**src/rtl/uart_loader_pkg.sv**
```systemverilog
// Shared types and constants for the UART program loader.
package uart_loader_pkg;

  typedef enum logic [2:0] {
    ST_IDLE,
    ST_COUNT,
    ST_ADDR,
    ST_DATA,
    ST_CSUM,
    ST_RESP
  } state_e;

  localparam logic [7:0] SYNC_DEF = 8'h55;
  localparam logic [7:0] ACK_DEF  = 8'h06;
  localparam logic [7:0] NAK_DEF  = 8'h15;

  // COUNT plus four address bytes; SYNC is not counted.
  localparam int HDR_LEN    = 5;
  localparam int ADDR_BYTES = HDR_LEN - 1;

  // COUNT of zero encodes a full 256-word payload.
  function automatic logic [8:0] word_count(input logic [7:0] c);
    return (c == 8'd0) ? 9'd256 : {1'b0, c};
  endfunction

endpackage

```
**src/rtl/uart_loader_gap.sv**
```systemverilog
// Inter-byte gap timer: saturating 32-bit counter, cleared by kick or when disabled.
module byte_gap_timer #(
  parameter int unsigned TIMEOUT_CYCLES = 50_000_000
) (
  input  logic clk,
  input  logic rst,
  input  logic enable,
  input  logic kick,
  output logic expired
);

  localparam logic [31:0] LAST = 32'(TIMEOUT_CYCLES - 1);

  logic [31:0] cnt_q, cnt_d;

  always_comb begin
    cnt_d = cnt_q;
    if (!enable || kick)     cnt_d = '0;
    else if (cnt_q != '1)    cnt_d = cnt_q + 32'd1;
  end

  // Fires on the cycle the count steps onto TIMEOUT_CYCLES, so it is a single pulse.
  assign expired = enable && !kick && (cnt_q == LAST);

  always_ff @(posedge clk or posedge rst) begin
    if (rst) cnt_q <= '0;
    else     cnt_q <= cnt_d;
  end

endmodule

```
**src/rtl/uart_loader.sv**
```systemverilog
// Framed UART program loader: parses SYNC/COUNT/ADDR/DATA/CSUM, writes words, answers ACK/NAK.
module uart_loader
  import uart_loader_pkg::*;
#(
  parameter logic [7:0]  SYNC_BYTE      = SYNC_DEF,
  parameter logic [7:0]  ACK_BYTE       = ACK_DEF,
  parameter logic [7:0]  NAK_BYTE       = NAK_DEF,
  parameter int unsigned TIMEOUT_CYCLES = 50_000_000
) (
  input  logic        clk,
  input  logic        rst,
  input  logic [7:0]  rx_byte,
  input  logic        rx_valid,
  output logic [7:0]  tx_byte,
  output logic        tx_start,
  input  logic        tx_ready,
  output logic        mem_we,
  output logic [31:0] mem_addr,
  output logic [31:0] mem_wdata,
  output logic        busy,
  output logic        done,
  output logic        error
);

  state_e      state_q, state_d;
  logic [7:0]  csum_q, csum_d;
  logic [8:0]  wleft_q, wleft_d;
  logic [1:0]  idx_q, idx_d;
  logic [31:0] addr_q, addr_d;
  logic [31:0] word_q, word_d;
  logic        ack_q, ack_d;
  logic [7:0]  tx_byte_q, tx_byte_d;
  logic        mem_we_q, mem_we_d;
  logic [31:0] mem_addr_q, mem_addr_d;
  logic [31:0] mem_wdata_q, mem_wdata_d;

  logic        gap_en, expired;
  logic [7:0]  csum_add;

  assign gap_en   = (state_q == ST_COUNT) || (state_q == ST_ADDR) ||
                    (state_q == ST_DATA)  || (state_q == ST_CSUM);
  assign csum_add = csum_q + rx_byte;

  byte_gap_timer #(.TIMEOUT_CYCLES(TIMEOUT_CYCLES)) u_gap (
    .clk     (clk),
    .rst     (rst),
    .enable  (gap_en),
    .kick    (rx_valid),
    .expired (expired)
  );

  always_comb begin
    state_d     = state_q;
    csum_d      = csum_q;
    wleft_d     = wleft_q;
    idx_d       = idx_q;
    addr_d      = addr_q;
    word_d      = word_q;
    ack_d       = ack_q;
    tx_byte_d   = tx_byte_q;
    mem_we_d    = 1'b0;
    mem_addr_d  = mem_addr_q;
    mem_wdata_d = mem_wdata_q;
    tx_start    = 1'b0;

    case (state_q)
      ST_IDLE: begin
        if (rx_valid && rx_byte == SYNC_BYTE) begin
          state_d = ST_COUNT;
          csum_d  = '0;
          idx_d   = '0;
        end
      end
      ST_COUNT: begin
        if (rx_valid) begin
          wleft_d = word_count(rx_byte);
          csum_d  = csum_add;
          idx_d   = '0;
          state_d = ST_ADDR;
        end
      end
      ST_ADDR: begin
        if (rx_valid) begin
          csum_d = csum_add;
          addr_d = {rx_byte, addr_q[31:8]};
          idx_d  = idx_q + 2'd1;
          if (idx_q == 2'(ADDR_BYTES - 1)) begin
            addr_d[1:0] = 2'b00;
            state_d     = ST_DATA;
          end
        end
      end
      ST_DATA: begin
        if (rx_valid) begin
          csum_d = csum_add;
          word_d = {rx_byte, word_q[31:8]};
          idx_d  = idx_q + 2'd1;
          if (idx_q == 2'd3) begin
            mem_we_d    = 1'b1;
            mem_addr_d  = addr_q;
            mem_wdata_d = {rx_byte, word_q[31:8]};
            addr_d      = addr_q + 32'd4;
            wleft_d     = wleft_q - 9'd1;
            if (wleft_q == 9'd1) state_d = ST_CSUM;
          end
        end
      end
      ST_CSUM: begin
        if (rx_valid) begin
          csum_d    = csum_add;
          ack_d     = (csum_add == 8'd0);
          tx_byte_d = (csum_add == 8'd0) ? ACK_BYTE : NAK_BYTE;
          state_d   = ST_RESP;
        end
      end
      ST_RESP: begin
        // Incoming bytes are deliberately ignored until the response is out.
        tx_start = tx_ready;
        if (tx_ready) state_d = ST_IDLE;
      end
      default: state_d = ST_IDLE;
    endcase

    // expired is gated by rx_valid inside the timer, so it never races a byte.
    if (expired) begin
      ack_d     = 1'b0;
      tx_byte_d = NAK_BYTE;
      state_d   = ST_RESP;
    end
  end

  always_ff @(posedge clk or posedge rst) begin
    if (rst) begin
      state_q     <= ST_IDLE;
      csum_q      <= '0;
      wleft_q     <= '0;
      idx_q       <= '0;
      addr_q      <= '0;
      word_q      <= '0;
      ack_q       <= 1'b0;
      tx_byte_q   <= '0;
      mem_we_q    <= 1'b0;
      mem_addr_q  <= '0;
      mem_wdata_q <= '0;
    end else begin
      state_q     <= state_d;
      csum_q      <= csum_d;
      wleft_q     <= wleft_d;
      idx_q       <= idx_d;
      addr_q      <= addr_d;
      word_q      <= word_d;
      ack_q       <= ack_d;
      tx_byte_q   <= tx_byte_d;
      mem_we_q    <= mem_we_d;
      mem_addr_q  <= mem_addr_d;
      mem_wdata_q <= mem_wdata_d;
    end
  end

  assign tx_byte   = tx_byte_q;
  assign mem_we    = mem_we_q;
  assign mem_addr  = mem_addr_q;
  assign mem_wdata = mem_wdata_q;
  assign busy      = (state_q != ST_IDLE);
  assign done      = tx_start && ack_q;
  assign error     = tx_start && !ack_q;

endmodule

```
**config.mk**
```make
export PLATFORM = sky130hd
export DESIGN_NAME = uart_loader
export DESIGN_NICKNAME = d
export VERILOG_FILES = /design/src/rtl/uart_loader_pkg.sv /design/src/rtl/uart_loader_gap.sv /design/src/rtl/uart_loader.sv
export SDC_FILE = /design/constraint.sdc
export NUM_CORES = 1
export LEC_CHECK = 0
export BUFFER_PORTS_ARGS = -buffer_cell sky130_fd_sc_hd__buf_4
export CAP_MARGIN = 10
export CORE_AREA = 2 2 131 133
export CTS_CLUSTER_DIAMETER = 40
export CTS_CLUSTER_SIZE = 25
export DETAILED_ROUTE_END_ITERATION = 8
export DIE_AREA = 0 0 133 135
export PLACE_DENSITY = 0.86
export SETUP_SLACK_MARGIN = 0.4
export SLEW_MARGIN = 20
export SYNTH_ARGS = -nofsm -noshare
export SYNTH_HDL_FRONTEND = slang
export SYNTH_SLANG_ARGS = --single-unit
```
**constraint.sdc**
```tcl
create_clock -name clk -period 8.11 [get_ports clk]
set_input_delay 1.2165 -clock clk [delete_from_list [all_inputs] [get_ports clk]]
set_output_delay 1.2165 -clock clk [all_outputs]
set_load 0.02 [all_outputs]
```
==> metrics.md <==
| Metric | Value |
|---|---|
| Switching power | 1.61 mW |
| Global-route wire length before repair | 34.7 mm |
| Final cell utilization of the core | 62.5% |
| Skew-Pair Late Insertion Delay | 440 ps |
| Max Transition Viols Final | 0 |
| Number of buffers and inverters on the critical path | 3 |
| Tmin final | 3310 ps |
| Synthesis warning total | 0 |
| Wirelength per Cell | 18.3 µm |
| Drt via density | 6.32 |
| Total clock buffers created by CTS | 17 |
| Nature of the critical path startpoint | flop |
| Setup TNS Final | 0 ps |
| Post-CTS clock slew at the launch and capture registers of the worst setup and hold paths | 70 ps |
| Maximum clock frequency | 302 MHz |
| Launch point of the worst reg-to-reg path | state_q[1] |
| Share of power burned in registers | 38.5% |
| Capturing element type of the critical path | flop |
| CP dominant cell by count | sky130_fd_sc_hd__inv_1 |
| Sequential fraction of the synthesis area | 50.2% |
| Library cells used by synthesis | 63 |
| Highest net fanout along the worst path | 74 |
| Setup-violating endpoint count in the final report | 0 |
| Number of design-rule violations left by the first detailed-router iteration | 598 |
| Global-route usage over all layers | 24.2% |
| Cell class contributing the biggest share of worst-path delay | buffers and inverters |
| Clock share of power | 21.0% |
| TritonCTS clock tree | yes |
| Internal | 2.42 mW |
| Combinational cell fraction of total power | 40.5% |
| Proportion of total power due to net switching | 40.0% |
| CTS hold repair buffers | 0 |
| Worst max-slew margin expressed relative to the limit | 29.4% |
| Required @ worst endpoint | 8430 ps |
| Least-Margin Pin Slew | 1060 ps |
| Area growth syn-to-layout | 15.6% |
| Final clock period utilization by the worst path | 40.9% |
| Top-level port count | 89 |
| Count of flip-flops with a built-in enable after synthesis | 0 |
| H-tree depth reported by CTS | 4 |
| Number of storage elements in the synthesis netlist | 178 |
| Number of detailed-route iterations in the first pass | 5 |
| Number of setup buffers added after CTS | 0 |
| Post-Synthesis Cells | 855 |
| R2r endpoint | mem_addr[30] |
| Worst hold endpoint | mem_addr[22] |
| Post_cts resized | 0 |
| Peak ir drop on the vdd network | 0.000242 V |
| Total routed wirelength | 21.0 mm |
| Vias in the first global route | 6916 |
| Diodes inserted | 0 |
| Cell at the root of the clock tree | sky130_fd_sc_hd__clkbuf_16 |
| Power density over the cells | 393 nW/µm² |
| Maximum number of pins on one net before global-route repair | 105 |
| Worst hold stages | 2 |
| Worst-path cell with the longest stage delay | sky130_fd_sc_hd__nand3_4 |
| Final ANT Viol Nets | 0 |
| Most instantiated flip-flop cell in the synthesis netlist | sky130_fd_sc_hd__dfrtp_1 |
| Initial cell density of the core | 54.1% |
| Fillers | 1275 |
| Layout cells sized above 1 | 24.1% |
| Core area | 16400 µm² |
| Synthesized area | 8870 µm² |
| Cell area after layout | 10300 µm² |
| Die Span Y | 135 µm |
| Arrival @ worst endpoint | 3640 ps |
| Sink count of the clock tree | 178 |
| Share of flip-flops with an asynchronous set or reset | 100% |
| Ordered cell list for the critical path | inv_1 > nor3_2 > buf_4 > nand3_4 > inv_1 > mux2_2 |
| Largest area contributor in the netlist | sky130_fd_sc_hd__dfrtp_1 |
| Max clock buf depth | 2 |
| Routability congestion estimate from global placement | 0.909 |
| Critical Path Max Stage Delay | 780 ps |
| Initial antenna violation count | 0 |
| Worst hold start | mem_addr[22] |
| Reported max-cap violation count | 0 |
| Number of hold-slack violations in the final timing report | 0 |
| Leading cell type in the layout, fill and taps excluded | sky130_fd_sc_hd__dfrtp_1 |
| Die extent in x | 133 µm |
| Floorplan die area | 18000 µm² |
| RSZ-0062 raised after global routing | false |
| Cell count of the worst reg-to-reg path | 6 |
| Type of the worst min-delay path | reg2reg |
| Number of cell rows | 47 |
| Ranking of synthesized cells by area | sky130_fd_sc_hd__dfrtp_1 50%, sky130_fd_sc_hd__mux2_2 11%, sky130_fd_sc_hd__a21oi_1 3.6%, sky130_fd_sc_hd__nand2_1 2.8%, sky130_fd_sc_hd__nand3_1 2.1% |
| Sum of net half-perimeters after detailed placement | 13.5 mm |
| Number of buffer cells added on primary ports | 84 |
| Pleak | 4.36 nW |
| Fin Clk Skew | 12.2 ps |
| Most frequent cells in the layout | 178 x sky130_fd_sc_hd__dfrtp_1, 91 x sky130_fd_sc_hd__buf_4, 87 x sky130_fd_sc_hd__mux2_2 |
| Post-synthesis average cell area | 10.4 µm² |
| Worst-case register-to-register setup slack | 4800 ps |
| Remaining DRCs | 0 |
| Via count | 7259 |
| Critical path type | reg2reg |
| Result of the run | finished, final reports clean |
| Dpl cell area | 9630 µm² |
| Aggregate global routing overflow | 0 |
| Net total in the final layout | 940 |
| Post-synth top area share | 50.2% |
==> logic make-up after synthesis <==
kind of cell               synth area share [%]
buffers and inverters                      3.33
other                                    0.0423
and+or+nand+nor                            18.0
adders and majority gates                  1.92
DFF                                        50.2
xor gates and xnor gates                  0.889
AOI/OAI and AO/OA                          14.4
muxes                                      11.2
==> worst min-delay path, delay by kind of cell, from the launching register on <==
family	cells	cell delay (ps)
AOI/OAI and AO/OA	1	60
and+or+nand+nor	1	50
DFF	1	350
==> synthesized netlist by cell type, types with 5 or more instances <==
cell type / count
sky130_fd_sc_hd__and2_1: 8
sky130_fd_sc_hd__a2bb2oi_1: 8
sky130_fd_sc_hd__a31oi_1: 10
sky130_fd_sc_hd__clkbuf_1: 40
sky130_fd_sc_hd__o21ai_0: 36
sky130_fd_sc_hd__a211oi_1: 7
sky130_fd_sc_hd__nand2_1: 66
sky130_fd_sc_hd__nand4_1: 20
sky130_fd_sc_hd__ha_1: 12
sky130_fd_sc_hd__inv_1: 17
sky130_fd_sc_hd__o211ai_1: 5
sky130_fd_sc_hd__or4_1: 21
sky130_fd_sc_hd__nor2_1: 49
sky130_fd_sc_hd__dfrtp_1: 178
sky130_fd_sc_hd__o22a_1: 8
sky130_fd_sc_hd__o22ai_1: 9
sky130_fd_sc_hd__and3_1: 17
sky130_fd_sc_hd__o31ai_1: 15
sky130_fd_sc_hd__xnor2_1: 7
sky130_fd_sc_hd__nor3_1: 20
sky130_fd_sc_hd__nor4_1: 8
sky130_fd_sc_hd__or3_1: 21
sky130_fd_sc_hd__nor3b_1: 6
sky130_fd_sc_hd__buf_4: 8
sky130_fd_sc_hd__mux2_2: 87
sky130_fd_sc_hd__a21oi_1: 63
sky130_fd_sc_hd__nand3_1: 38
sky130_fd_sc_hd__and4_1: 7
==> area by class of cell <==
type / instances / area [µm²] / area share [%]
Clock buffer: 17 / 425 / 4.15
Clock inverter: 15 / 190 / 1.85
Tap cell: 220 / 275 / 2.68
Timing Repair Buffer: 91 / 683 / 6.66
Inverter: 17 / 68.8 / 0.671
Multi-Input combinational cell: 610 / 4160 / 40.5
Sequential cell: 178 / 4450 / 43.4
==> per-stage QoR <==
stage,power [mW],hold WS [ps],setup slack (ps),std cells
3_3_place_gp,3.10,452,4890,1116
6_report,4.03,490,4800,1148
4_1_cts,4.03,495,4810,1148
3_5_place_dp,3.17,475,4820,1116
5_1_grt,4.26,516,4540,1148
2_1_floorplan,2.62,435,2060,858
==> worst max path at each step <==
stage,start,end,slack [ps],cells after the start
final,state_q[1],mem_addr[30],4800,6
after global routing,state_q[1],mem_addr[30],4540,6
after CTS,state_q[1],mem_addr[30],4810,6
after detailed placement,state_q[1],mem_addr[30],4820,6
after global placement,rx_valid,tx_byte[1],4890,5
after floorplan,rst,addr_q[0],2060,1
==> metal layers <==
layer  vias to the layer above  track usage [%]  share of wire (%)
li1                       3323                -                  -
met1                      3557             31.8                 42
met2                       311             38.1                 48
met3                        68             4.80                6.2
met4                         0             13.0                3.8
met5                         -                0                  0
==> power groups by stage <==
stage               Clock (mW)  Combinational [mW]  Sequential, mW
detailed placement           0                1.61            1.56
global placement             0                1.56            1.54
finish                   0.845                1.63            1.55
global route             0.894                1.78            1.60
CTS                      0.855                1.63            1.54
floorplan                    0               0.974            1.64
==> sequential cells by signal, summed over array words and instances, names as in the netlist, 2 cells and up <==
register / cells
addr_q: 32
mem_addr: 32
mem_wdata: 32
u_gap.cnt_q: 32
word_q: 24
wleft_q: 9
csum_q: 8
state_q: 3
tx_byte: 3
idx_q: 2
Power figures use the tool's default switching activity.
